--- src/rtl/ps2_key_pkg.sv ---
// Shared types and constants for the PS/2 key decoder.
// Optional feature macro: PS2_TIMEOUT_EN (partial-frame timeout).
package ps2_key_pkg;

    typedef enum logic [1:0] {
        ST_IDLE,
        ST_DATA,
        ST_PARITY,
        ST_STOP
    } frame_state_t;

    localparam logic [7:0] SC_E0        = 8'hE0;
    localparam logic [7:0] SC_F0        = 8'hF0;
    localparam logic [7:0] SC_JUMP_DEF  = 8'h24;
    localparam logic [7:0] SC_LEFT_DEF  = 8'h6B;
    localparam logic [7:0] SC_RIGHT_DEF = 8'h74;

`ifdef PS2_TIMEOUT_EN
    localparam int unsigned TIMEOUT_CYCLES_DEF = 100000;
`endif

    // Odd parity holds when data plus parity bit carry an odd number of ones.
    function automatic logic odd_parity_ok(input logic [7:0] data, input logic par);
        return ^{data, par};
    endfunction

endpackage

--- src/rtl/ps2_rx_frame.sv ---
// PS/2 frame receiver: pin synchronisers, falling-edge detect, frame FSM,
// odd-parity/stop check. Emits a one-cycle byte_valid or err pulse per frame.
// Optional feature macro: PS2_TIMEOUT_EN drops a stalled partial frame.
module ps2_rx_frame
    import ps2_key_pkg::*;
`ifdef PS2_TIMEOUT_EN
#(
    parameter int unsigned TIMEOUT_CYCLES = TIMEOUT_CYCLES_DEF
)
`endif
(
    input  logic       clk,
    input  logic       rst,
    input  logic       ps2_clk,
    input  logic       ps2_data,
    output logic       byte_valid,
    output logic [7:0] rx_byte,
    output logic       err
);

    logic         clk_s1, clk_s2, clk_prev;
    logic         dat_s1, dat_s2;
    logic         fall;
    logic         timeout;
    frame_state_t state, next_state;
    logic [2:0]   bit_cnt;
    logic [7:0]   shreg;
    logic         par_bit;
    logic         shift_en, par_en, cnt_clr, frame_ok, frame_bad;

    // Two-stage synchronisers plus a delayed ps2_clk copy for edge detection; idle bus is high.
    always_ff @(posedge clk) begin
        if (rst) begin
            clk_s1   <= 1'b1;
            clk_s2   <= 1'b1;
            clk_prev <= 1'b1;
            dat_s1   <= 1'b1;
            dat_s2   <= 1'b1;
        end else begin
            clk_s1   <= ps2_clk;
            clk_s2   <= clk_s1;
            clk_prev <= clk_s2;
            dat_s1   <= ps2_data;
            dat_s2   <= dat_s1;
        end
    end

    assign fall = clk_prev & ~clk_s2;

`ifdef PS2_TIMEOUT_EN
    localparam logic [16:0] TO_LIMIT = 17'(TIMEOUT_CYCLES);
    logic [16:0] to_cnt;

    // Idle-gap counter: runs only mid-frame, restarts on every PS/2 clock edge.
    always_ff @(posedge clk) begin
        if (rst || state == ST_IDLE || fall) begin
            to_cnt <= '0;
        end else begin
            to_cnt <= to_cnt + 17'd1;
        end
    end

    assign timeout = (state != ST_IDLE) && (to_cnt == TO_LIMIT);
`else
    assign timeout = 1'b0;
`endif

    // Frame state register.
    always_ff @(posedge clk) begin
        if (rst) begin
            state <= ST_IDLE;
        end else begin
            state <= next_state;
        end
    end

    // Next-state logic: one step per synced falling edge; timeout forces IDLE.
    always_comb begin
        next_state = state;
        if (timeout) begin
            next_state = ST_IDLE;
        end else if (fall) begin
            unique case (state)
                ST_IDLE:   if (!dat_s2) next_state = ST_DATA;
                ST_DATA:   if (bit_cnt == 3'd7) next_state = ST_PARITY;
                ST_PARITY: next_state = ST_STOP;
                ST_STOP:   next_state = ST_IDLE;
                default:   next_state = ST_IDLE;
            endcase
        end
    end

    // Per-state control strobes and frame verdict.
    always_comb begin
        shift_en  = 1'b0;
        par_en    = 1'b0;
        cnt_clr   = 1'b0;
        frame_ok  = 1'b0;
        frame_bad = timeout;
        if (fall && !timeout) begin
            unique case (state)
                ST_IDLE:   cnt_clr  = 1'b1;
                ST_DATA:   shift_en = 1'b1;
                ST_PARITY: par_en   = 1'b1;
                ST_STOP: begin
                    frame_ok  = dat_s2 && odd_parity_ok(shreg, par_bit);
                    frame_bad = ~frame_ok;
                end
                default: ;
            endcase
        end
    end

    // Datapath: LSB-first shift, parity capture, registered result pulses.
    always_ff @(posedge clk) begin
        if (rst) begin
            bit_cnt    <= '0;
            shreg      <= '0;
            par_bit    <= 1'b0;
            byte_valid <= 1'b0;
            err        <= 1'b0;
            rx_byte    <= '0;
        end else begin
            if (cnt_clr) bit_cnt <= '0;
            if (shift_en) begin
                shreg   <= {dat_s2, shreg[7:1]};
                bit_cnt <= bit_cnt + 3'd1;
            end
            if (par_en) par_bit <= dat_s2;
            byte_valid <= frame_ok;
            err        <= frame_bad;
            if (frame_ok) rx_byte <= shreg;
        end
    end

endmodule

--- src/rtl/ps2_key_decoder.sv ---
// PS/2 keyboard front end: decodes Set-2 make/break (with E0 prefix) into
// held-key levels for jump/left/right and a one-cycle jump-press pulse.
// Optional feature macro: PS2_TIMEOUT_EN (partial-frame timeout in receiver).
module ps2_key_decoder
    import ps2_key_pkg::*;
#(
    parameter logic [7:0] SC_JUMP  = SC_JUMP_DEF,
    parameter logic [7:0] SC_LEFT  = SC_LEFT_DEF,
    parameter logic [7:0] SC_RIGHT = SC_RIGHT_DEF
`ifdef PS2_TIMEOUT_EN
    ,
    parameter int unsigned TIMEOUT_CYCLES = TIMEOUT_CYCLES_DEF
`endif
)
(
    input  logic       clk,
    input  logic       rst,
    input  logic       ps2_clk,
    input  logic       ps2_data,
    output logic       e_key,
    output logic       e_press,
    output logic       left_key,
    output logic       right_key,
    output logic       scan_valid,
    output logic [7:0] scan_code,
    output logic       frame_err
);

    logic       byte_valid;
    logic [7:0] rx_byte;
    logic       err;
    logic       brk, ext;
    logic       e_key_d;
    logic       is_key_code;

`ifdef PS2_TIMEOUT_EN
    ps2_rx_frame #(.TIMEOUT_CYCLES(TIMEOUT_CYCLES)) u_rx (
`else
    ps2_rx_frame u_rx (
`endif
        .clk        (clk),
        .rst        (rst),
        .ps2_clk    (ps2_clk),
        .ps2_data   (ps2_data),
        .byte_valid (byte_valid),
        .rx_byte    (rx_byte),
        .err        (err)
    );

    assign scan_valid  = byte_valid;
    assign scan_code   = rx_byte;
    assign frame_err   = err;
    assign is_key_code = byte_valid && (rx_byte != SC_E0) && (rx_byte != SC_F0);

    // Prefix flags: E0/F0 set them, any key code or a bad frame clears both.
    always_ff @(posedge clk) begin
        if (rst || err) begin
            brk <= 1'b0;
            ext <= 1'b0;
        end else if (byte_valid) begin
            if (rx_byte == SC_E0) begin
                ext <= 1'b1;
            end else if (rx_byte == SC_F0) begin
                brk <= 1'b1;
            end else begin
                brk <= 1'b0;
                ext <= 1'b0;
            end
        end
    end

    // Key levels: make sets, break clears; arrows only count when extended.
    always_ff @(posedge clk) begin
        if (rst) begin
            e_key     <= 1'b0;
            left_key  <= 1'b0;
            right_key <= 1'b0;
        end else if (is_key_code) begin
            if (!ext && rx_byte == SC_JUMP)  e_key     <= ~brk;
            if (ext && rx_byte == SC_LEFT)   left_key  <= ~brk;
            if (ext && rx_byte == SC_RIGHT)  right_key <= ~brk;
        end
    end

    // Jump-press pulse from the e_key rising transition only.
    always_ff @(posedge clk) begin
        if (rst) begin
            e_key_d <= 1'b0;
            e_press <= 1'b0;
        end else begin
            e_key_d <= e_key;
            e_press <= e_key & ~e_key_d;
        end
    end

endmodule

--- config.mk ---
export PLATFORM = sky130hd
export DESIGN_NAME = ps2_key_decoder
export DESIGN_NICKNAME = d
export VERILOG_FILES = /design/src/rtl/ps2_key_pkg.sv /design/src/rtl/ps2_rx_frame.sv /design/src/rtl/ps2_key_decoder.sv
export SDC_FILE = /design/constraint.sdc
export NUM_CORES = 1
export LEC_CHECK = 0
export CORE_ASPECT_RATIO = 0.9
export CORE_MARGIN = 8
export CORE_UTILIZATION = 50
export DETAILED_ROUTE_END_ITERATION = 6
export GPL_TIMING_DRIVEN = 0
export PLACE_DENSITY = 0.81
export SLEW_MARGIN = 40
export SYNTH_ARGS = -nofsm -noshare
export SYNTH_HDL_FRONTEND = slang
export SYNTH_HIERARCHICAL = 1
export SYNTH_SLANG_ARGS = --single-unit
--- constraint.sdc ---
create_clock -name clk -period 2 [get_ports clk]
set_clock_uncertainty 0.15 [all_clocks]
set_input_delay 0.6 -clock clk [delete_from_list [all_inputs] [get_ports clk]]
set_output_delay 0.6 -clock clk [all_outputs]
set_load 0.1 [all_outputs]
## After elaboration in Yosys (flattened, before gate mapping)

Index checks and enable logic that the tools add are counted.

| cells by class | value |
|---|---|
| $add $sub $neg | 1 |
| reduce and logical (&&, ||, !) cells | 18 |
| bitwise logic cells | 9 |
| equality and inequality tests | 14 |
| muxes and demuxes | 16 |

Operators by type and width:

| operator | count |
|---|---|
| 8-bit by 7-bit equality test with 1-bit output (second input constant) | 2 |
| 8-bit equality test (second input constant) | 2 |
| 8-bit != test (second input constant) | 2 |
| 1-bit two-way mux | 11 |
| 2-bit AND reduction | 5 |
| 9-bit XOR reduction | 1 |
| 8-bit by 6-bit equality test with 1-bit output (second input constant) | 1 |
| 2-bit one-hot mux with 4 select lines | 1 |
| 1-bit NOT | 7 |
| 1-bit logical AND | 6 |
| 3-bit two-way mux | 2 |
| 2-bit equality test (second input constant) | 2 |
| 2-bit two-way mux | 2 |
| 2-bit != test (second input constant) | 2 |
| 3-bit by 1-bit adder with 3-bit output (second input constant) | 1 |
| 3-bit equality test (second input constant) | 1 |
| 3-bit AND reduction | 1 |
| 3-bit OR reduction | 1 |
| 1-bit AND | 2 |
| 2-bit by 1-bit equality test with 1-bit output (second input constant) | 1 |
| 2-bit logical NOT | 1 |
| 2-bit by 1-bit != test with 1-bit output (second input constant) | 1 |
| 2-bit nonzero test | 1 |
| 1-bit logical NOT | 1 |
| 1-bit logical OR | 1 |

| word-level totals | value |
|---|---|
| flip-flop bits (word level) | 36 |
| logic and storage cells | 77 |
| output and inout port bits | 14 |
| input bits | 4 |

## Longest topological paths before layout

Gate-level depths: netlist (run 1).

| logic depth | value |
|---|---|
| depth after elaboration | 5 |
| mapped depth | 6 |
| gate-level depth less buffers | 6 |

## Cells and area by module

Netlist (run 1), hierarchy kept.

Modules (own cells, without submodules):

| module | area an instance (um^2) | cells each | sequential area each (um^2) | instances |
|---|---|---|---|---|
| ps2_rx_frame | 1270.0 | 131 | 580.6 | 1 |
| ps2_key_decoder | 325.3 | 32 | 140.1 | 1 |

## Worst setup path after synthesis (run 1)

Ideal clock, no wire load.

| timing | value |
|---|---|
| kind | reg2reg |
| start point | reg u_rx.rx_byte[4] |
| end point | reg right_key |
| required time | 1.728 ns |
| clock period less this slack | 1.872 ns |
| data arrival time | 1.600 ns |
| stages on the path, launching flop included | 4 |
| setup slack | 0.128 ns |
| path buffers | 0 |
| library setup time | 0.122 ns |
| cells stage by stage | dfxtp_1 > and4_1 > nand4_1 > mux2i_1 |

| on the way | value |
|---|---|
| word-level cells in the longest chain between the ends | 4 |
| elaborated cells on any way between the ends | 7 |
| those cells by class | 3 x eq/ne; 4 x reduce/logical |

RTL lines:

| item | RTL line | RTL |
|---|---|---|
| start: declaration | ps2_rx_frame.sv:17 | `output logic [7:0] rx_byte,` |
| start signal: assignment | ps2_rx_frame.sv:132 | `if (frame_ok) rx_byte <= shreg;` |
| 8-bit != test | ps2_key_decoder.sv:53 | `assign is_key_code = byte_valid && (rx_byte != SC_E0) && (rx_byte != SC_F0);` |
| 1-bit logical AND (2 in series) | ps2_key_decoder.sv:53 |  |
| 2-bit AND reduction (no line) * | - |  |
| end signal: assignment | ps2_key_decoder.sv:81 | `if (ext && rx_byte == SC_RIGHT) right_key <= ~brk;` |
| end: declaration | ps2_key_decoder.sv:23 | `output logic right_key,` |

Every way passes the cells marked *; elsewhere a longest branch is shown, timed or not.
A chain may end at the register's enable or synchronous reset.

## Final worst setup path (run 1)

| timing | value |
|---|---|
| start point | reg u_rx.rx_byte[3] |
| end point | out scan_code[3] |

RTL lines:

| item | RTL line | RTL |
|---|---|---|
| end: declaration | ps2_key_decoder.sv:25 | `output logic [7:0] scan_code,` |

No word-level cell between the ends.

==> impl_metrics.csv, run 1 <==
group,metric,value,unit
logic_synthesis,yosys.area_share.simple,0.261,
logic_synthesis,ys_top_cells_by_area,"dfxtp_1 45%, mux2i_1 8.2%, nand2b_1 7.5%",
cells_and_area,final_cell_mix,"36 x dfxtp_1, 20 x nand2_1, 19 x nand2b_1",
logic_synthesis,synth-xor-area-share,0.0510,
logic_synthesis,synth_compound_area_frac,0.0596,
logic_synthesis,synthMuxAreaShare,0.0957,
clock_network,clockBufferDepth,2,
worst_setup_path,crit_arrival,1190,ps
die,fp.dieH,69.6,um
logic_synthesis,yosys.area.top_type_share,0.452,
global_route,antenna_found_initial,0,
cells_and_area,antennaDiodeCount,0,
die,coreArea,3040,um2
cells_and_area,final_common_cell,"dfxtp_1",
drt,drt_iter0_markers,33,
timing,rsz0062_at_grt,"false",
power,power.density,636,nW/um2
clock_network,htreeDepth,2,
timing,finalCriticalPeriod,1940,ps
die,rows,19,
clock_network,root_buffer,"clkbuf_4",
power,leakagePower,0.744,nW
min_path,hp-class,"reg2reg",
clock_network,clkTransAtPathRegs,100,ps
drt,wl,2950,um
timing,slew_violations,0,
timing,period_share,0.971,
worst_setup_path,cp-start-kind,"flop",
clock_network,cts_sinks,36,
logic_synthesis,yosys_warnings,6,
drt,postRouteAntennaNets,0,
logic_synthesis,ys_ff_latch,36,
worst_setup_path,critPathMaxFanout,4,
worst_setup_path,endpoint_kind,"output pin",
drt,drcViolationCount,0,
logic_synthesis,synth_fp_nets,174,
placed_design,dp_hpwl,2280,um
die,start_util,0.524,
clock_network,cts_tree,"yes",
cells_and_area,area_delta_synth_final,15.8,%
worst_setup_path,worst-path-buf-inv,1,
worst_setup_path,max_stage_delay,460,ps
logic_synthesis,synth_area,1600,um2
logic_synthesis,synth_top_family_by_area,"simple AND/OR/NAND/NOR gates",
outcome,status,"finished clean",
drt,routed-via-count,1177,
timing,fmax,515,MHz
global_route,grt_usage,0.120,
global_route,overflow,0,
global_route,grt_first_pass_wirelength,5000,um
power,ir_drop,0.000501,V
worst_setup_path,crit_start,"u_rx/rx_byte[3]",
clock_network,cts_buffers,5,
min_path,hold_start,"e_key_d",
placed_design,gp_congestion,0.721,
timing,worst_pin_slew,498,ps
logic_synthesis,ys_types,36,
timing,setup_ws,57.5,ps
logic_synthesis,synthCells,163,
worst_setup_path,r2r_cells,5,
drt,firstDrtPassIters,4,
worst_setup_path,critPathKind,"reg2out",
timing,setup_violations,0,
clock_network,insertion_delay,330,ps
cells_and_area,nets,198,
min_path,holdPathStages,1,
global_route,grt_max_degree,11,
timing,whs,234,ps
worst_setup_path,r2r_start,"u_rx/shreg[0]",
worst_setup_path,critPathTopFamily,"buffers and inverters",
worst_setup_path,crit_required,1250,ps
cells_and_area,drive_gt1_frac,0.187,
logic_synthesis,synth_edf_count,0,
logic_synthesis,yosys.area.top_type,"dfxtp_1",
global_route,grt_pass1_vias,1144,
worst_setup_path,path_depth,1,
worst_setup_path,worstPathCellList,"buf_2",
drt,wl_per_cell,12.9,um
timing,slew_headroom,0.670,
die,dieArea,5260,um2
logic_synthesis,synth_flop_cell,"dfxtp_1",
die,fp.dieW,75.5,um
logic_synthesis,synthAdderAreaFrac,0.0549,
logic_synthesis,synth_area_per_cell,9.79,um2
timing,hold_violations,0,
drt,drt-vias-per-instance,5.14,
placed_design,place_ws,-627,ps
die,ios,18,
logic_synthesis,synth_seq_area_share,0.452,
job,cap_violations,0,
placed_design,io_buffer_count,17,
worst_setup_path,crit_path_top_delay_cell,"buf_2",
logic_synthesis,async_reset_ff_frac,0,
==> cell usage after synthesis, drive strengths merged (4+ instances only) <==
cell type and n:
dfxtp 36, clkbuf 6, nand4 4, nand2b 19
mux2i 14, a21oi 12, nor2 5, inv 5
ha 7, or2 6, nand2 20
==> path summary, 6_finish.rpt <==
check                         end  slack [ps]
hold / removal            e_press         230
setup reg to reg  u_rx/rx_byte[6]         170
setup / recovery     scan_code[3]          60
hold reg to reg           e_press         230
==> logic make-up (layout without fill, tap and decap cells) <==
group                    count (synthesis)  count (layout)
AO/OA/AOI/OAI                           17              17
multiplexers                            14              14
AND/OR/NAND/NOR                         72              72
flip-flops                              36              36
adder cells (fa/ha/maj)                  7               7
buffers and inverters                   11              35
XOR/XNOR                                 6               6
==> stage by stage <==
| step | cells | util | cell area [um2] | TNS (ps) | total power, mW |
|---|---|---|---|---|---|
| final | 229 | 0.607 | 1850 | 0 | 1.17 |
| after global routing | 229 | 0.607 | 1850 | 0 | 1.23 |
| after CTS | 229 | 0.598 | 1820 | 0 | 1.20 |
| after detailed placement | 222 | 0.574 | 1750 | -10670 | 0.777 |
| after global placement | 222 | 0.597 | 1820 | -12100 | 0.775 |
| after floorplan | 163 | - | 1600 | 0 | 0.763 |
==> routing by layer <==
layer / track usage / up-vias / routed length, um
met5: 0 / - / 0
met2: 0.199 / 15 / 1450
li1: - / 599 / -
met3: 0.0506 / 5 / 154
met1: 0.133 / 558 / 1300
met4: 0.0384 / 0 / 34
==> power breakdown <==
group	switching [mW]	internal, mW
clock network	0.216	0.199
registers	0.00249	0.721
logic	0.0181	0.0181
==> flip-flops by register name, summed over array words and instances, names as in the netlist <==
name and cells:
u_rx/rx_byte 8, u_rx/byte_valid 1, e_key 1, u_rx/dat_s2 1, ext 1, u_rx/clk_prev 1, u_rx/clk_s1 1, e_key_d 1
right_key 1, e_press 1, u_rx/state 2, brk 1, left_key 1, u_rx/bit_cnt 3, u_rx/shreg 8, u_rx/par_bit 1
u_rx/clk_s2 1, u_rx/dat_s1 1, u_rx/err 1
==> what timing repair did <==
action,4_1_cts,5_1_grt
resized for setup,4,4
hold buffers,0,0
buffers inserted,0,1
endpoints found under the hold margin,0,0
setup endpoints to repair,12,24
==> final cells by class <==
cell class / instances / area [um2]
Clock buffer: 7 / 65.1
Timing Repair Buffer: 18 / 135
Sequential cell: 36 / 721
Fill cell: 266 / 1200
Multi-Input combinational cell: 116 / 833
Buffer: 5 / 21.3
Inverter: 5 / 18.8
Tap cell: 42 / 52.6
No activity file was read; power rests on OpenSTA's default activity.
==> run 2, diff against run 1 <==
--- a/config.mk
+++ b/config.mk
@@ -8,6 +8,7 @@
 export CORE_ASPECT_RATIO = 0.9
 export CORE_MARGIN = 8
 export CORE_UTILIZATION = 50
+export CTS_BUF_LIST = sky130_fd_sc_hd__clkbuf_8
 export DETAILED_ROUTE_END_ITERATION = 6
 export GPL_TIMING_DRIVEN = 0
 export PLACE_DENSITY = 0.81
==> impl_metrics.csv, run 2 (synthesis gave the netlist of run 1 again) <==
group,metric,value,unit
placed_design,dp_cells,222,
min_path,whs_endpoint,"e_press",
clock_network,cts_sinks,36,
cells_and_area,fin_area,1870,um2
drt,wl_per_cell,12.8,um
placed_design,place_ws,-627,ps
cells_and_area,antennaDiodeCount,0,
clock_network,insertion_delay,270,ps
worst_setup_path,crit_path_top_delay_cell,"buf_2",
die,rows,19,
die,start_util,0.524,
cells_and_area,drive_gt1_frac,0.187,
timing,rsz0062_at_grt,"false",
worst_setup_path,critPathMaxFanout,6,
clock_network,root_buffer,"clkbuf_8",
timing,hold_violations,0,
drt,wl_met3,148,um
timing,tns,0,ps
worst_setup_path,max_stage_delay,470,ps
cells_and_area,reg_top3,"u_rx/rx_byte x8, u_rx/shreg x8, u_rx/bit_cnt x3",
power,sw_frac_of_total,0.190,
cells_and_area,stdcell_count,229,
timing,slew_violations,0,
timing,worst_pin_slew,498,ps
power,leakagePower,0.768,nW
clock_network,cts_tree,"yes",
clock_network,htreeDepth,2,
placed_design,post_dp_cell_area,1750,um2
worst_setup_path,cp-start-kind,"flop",
drt,postRouteAntennaNets,0,
worst_setup_path,worstPathCellList,"buf_2",
min_path,hold_start,"e_key_d",
power,power,1.29,mW
drt,wl,2930,um
timing,fmax,521,MHz
global_route,grt_max_degree,16,
drt,route.met2.wl,1440,um
cells_and_area,area_delta_synth_final,17.1,%
worst_setup_path,endpoint_kind,"output pin",
job,cap_violations,0,
die,ios,18,
worst_setup_path,worst-path-buf-inv,1,
cells_and_area,num-fill-cells,265,
cells_and_area,final_common_cell,"dfxtp_1",
drt,drt-vias-per-instance,5.12,
timing,period_share,0.959,
clock_network,cts_buffers,5,
cells_and_area,multi_input_area,833,um2
timing,setup_ws,81.9,ps
power,clkPwrFrac,0.411,
worst_setup_path,r2r_slack,170,ps
worst_setup_path,crit_arrival,1170,ps
global_route,grt_usage,0.119,
power,ir_drop,0.000553,V
cells_and_area,nets,198,
placed_design,gp_congestion,0.721,
die,fp.dieW,75.5,um
drt,topRoutingLayerUsed,"met4",
min_path,holdPathStages,1,
worst_setup_path,critPathKind,"reg2out",
cells_and_area,seq_area,721,um2
placed_design,io_buffer_count,17,
die,coreArea,3040,um2
die,fp.dieH,69.6,um
power,power.density,691,nW/um2
clock_network,clkTransAtPathRegs,60,ps
drt,routed-via-count,1173,
outcome,status,"finished clean",
drt,drcViolationCount,0,
worst_setup_path,r2r_start,"u_rx/shreg[0]",
placed_design,dp_hpwl,2280,um
power,p_comb_frac,0.028,
worst_setup_path,critPathTopFamily,"buffers and inverters",
power,p_sw,0.245,mW
drt,drt_iter0_markers,43,
worst_setup_path,r2r_cells,5,
cells_and_area,final_cell_mix,"36 x dfxtp_1, 20 x nand2_1, 19 x nand2b_1",
timing,finalCriticalPeriod,1920,ps
drt,wl_met1,1340,um
worst_setup_path,crit_required,1250,ps
die,dieArea,5260,um2
timing,setup_violations,0,
global_route,antenna_found_initial,0,
drt,firstDrtPassIters,4,
timing,slew_headroom,0.670,
global_route,overflow,0,
global_route,grt_first_pass_wirelength,4970,um
global_route,grt_pass1_vias,1141,
clock_network,clockBufferDepth,2,
power,p_int,1.05,mW
min_path,hp-class,"reg2reg",
power,seqPwrFrac,0.561,
worst_setup_path,reg2reg_to,"u_rx/rx_byte[6]",
-- run 2: cell types whose count changed in the layout (fill, tap and decap cells not counted) --
cell	previous run	this run
buf_4	2	0
clkbuf_8	2	7
clkbuf_4	9	1
dlymetal6s2s_1	0	1
buf_2	8	13
clkdlybuf4s50_1	3	2
-- run 2: layer usage --
layer,GRT usage,vias to the layer above
li1,-,599
met1,0.136,557
met2,0.198,15
met3,0.0462,2
met4,0.0320,0
met5,0,-
-- run 2: worst max-delay path by stage --
stage / cells past startpoint / to / start / slack (ps)
final: 1 / scan_code[6] / u_rx/rx_byte[6] / 80
after global routing: 1 / scan_code[6] / u_rx/rx_byte[6] / 4
after floorplan: 3 / right_key / u_rx/rx_byte[4] / 130
after CTS: 1 / scan_code[4] / u_rx/rx_byte[4] / 3
after detailed placement: 5 / u_rx/bit_cnt[1] / rst / -630
after global placement: 5 / u_rx/state[1] / rst / -520
-- run 2: power groups by stage --
stage	Clock, mW	Sequential, mW	Combinational, mW
finish	0.531	0.724	0.0361
global route	0.586	0.724	0.0391
CTS	0.547	0.724	0.0365
detailed placement	0	0.740	0.0364
global placement	0	0.740	0.0347
floorplan	0	0.739	0.0235
-- run 2: metrics by stage --
step	hold WS, ps	util
after global placement	220	0.597
after CTS	235	0.606
after detailed placement	223	0.574
after global routing	264	0.614
after floorplan	218	-
final	233	0.614
-- run 2: what timing repair did --
action	in CTS	in global routing
hold buffers	0	0
buffers inserted	0	1
gates cloned	0	0
resized for setup	2	2
endpoints found under the setup margin	10	13
-- run 2: area by class of cell --
class / count / share of cell area
inverters: 5 / 0.0100
multi-input cells: 116 / 0.446
repair buffers: 18 / 0.0670
flip-flops and latches: 36 / 0.386
plain buffers: 5 / 0.0114
well taps: 42 / 0.0281
clock buffers: 7 / 0.0516
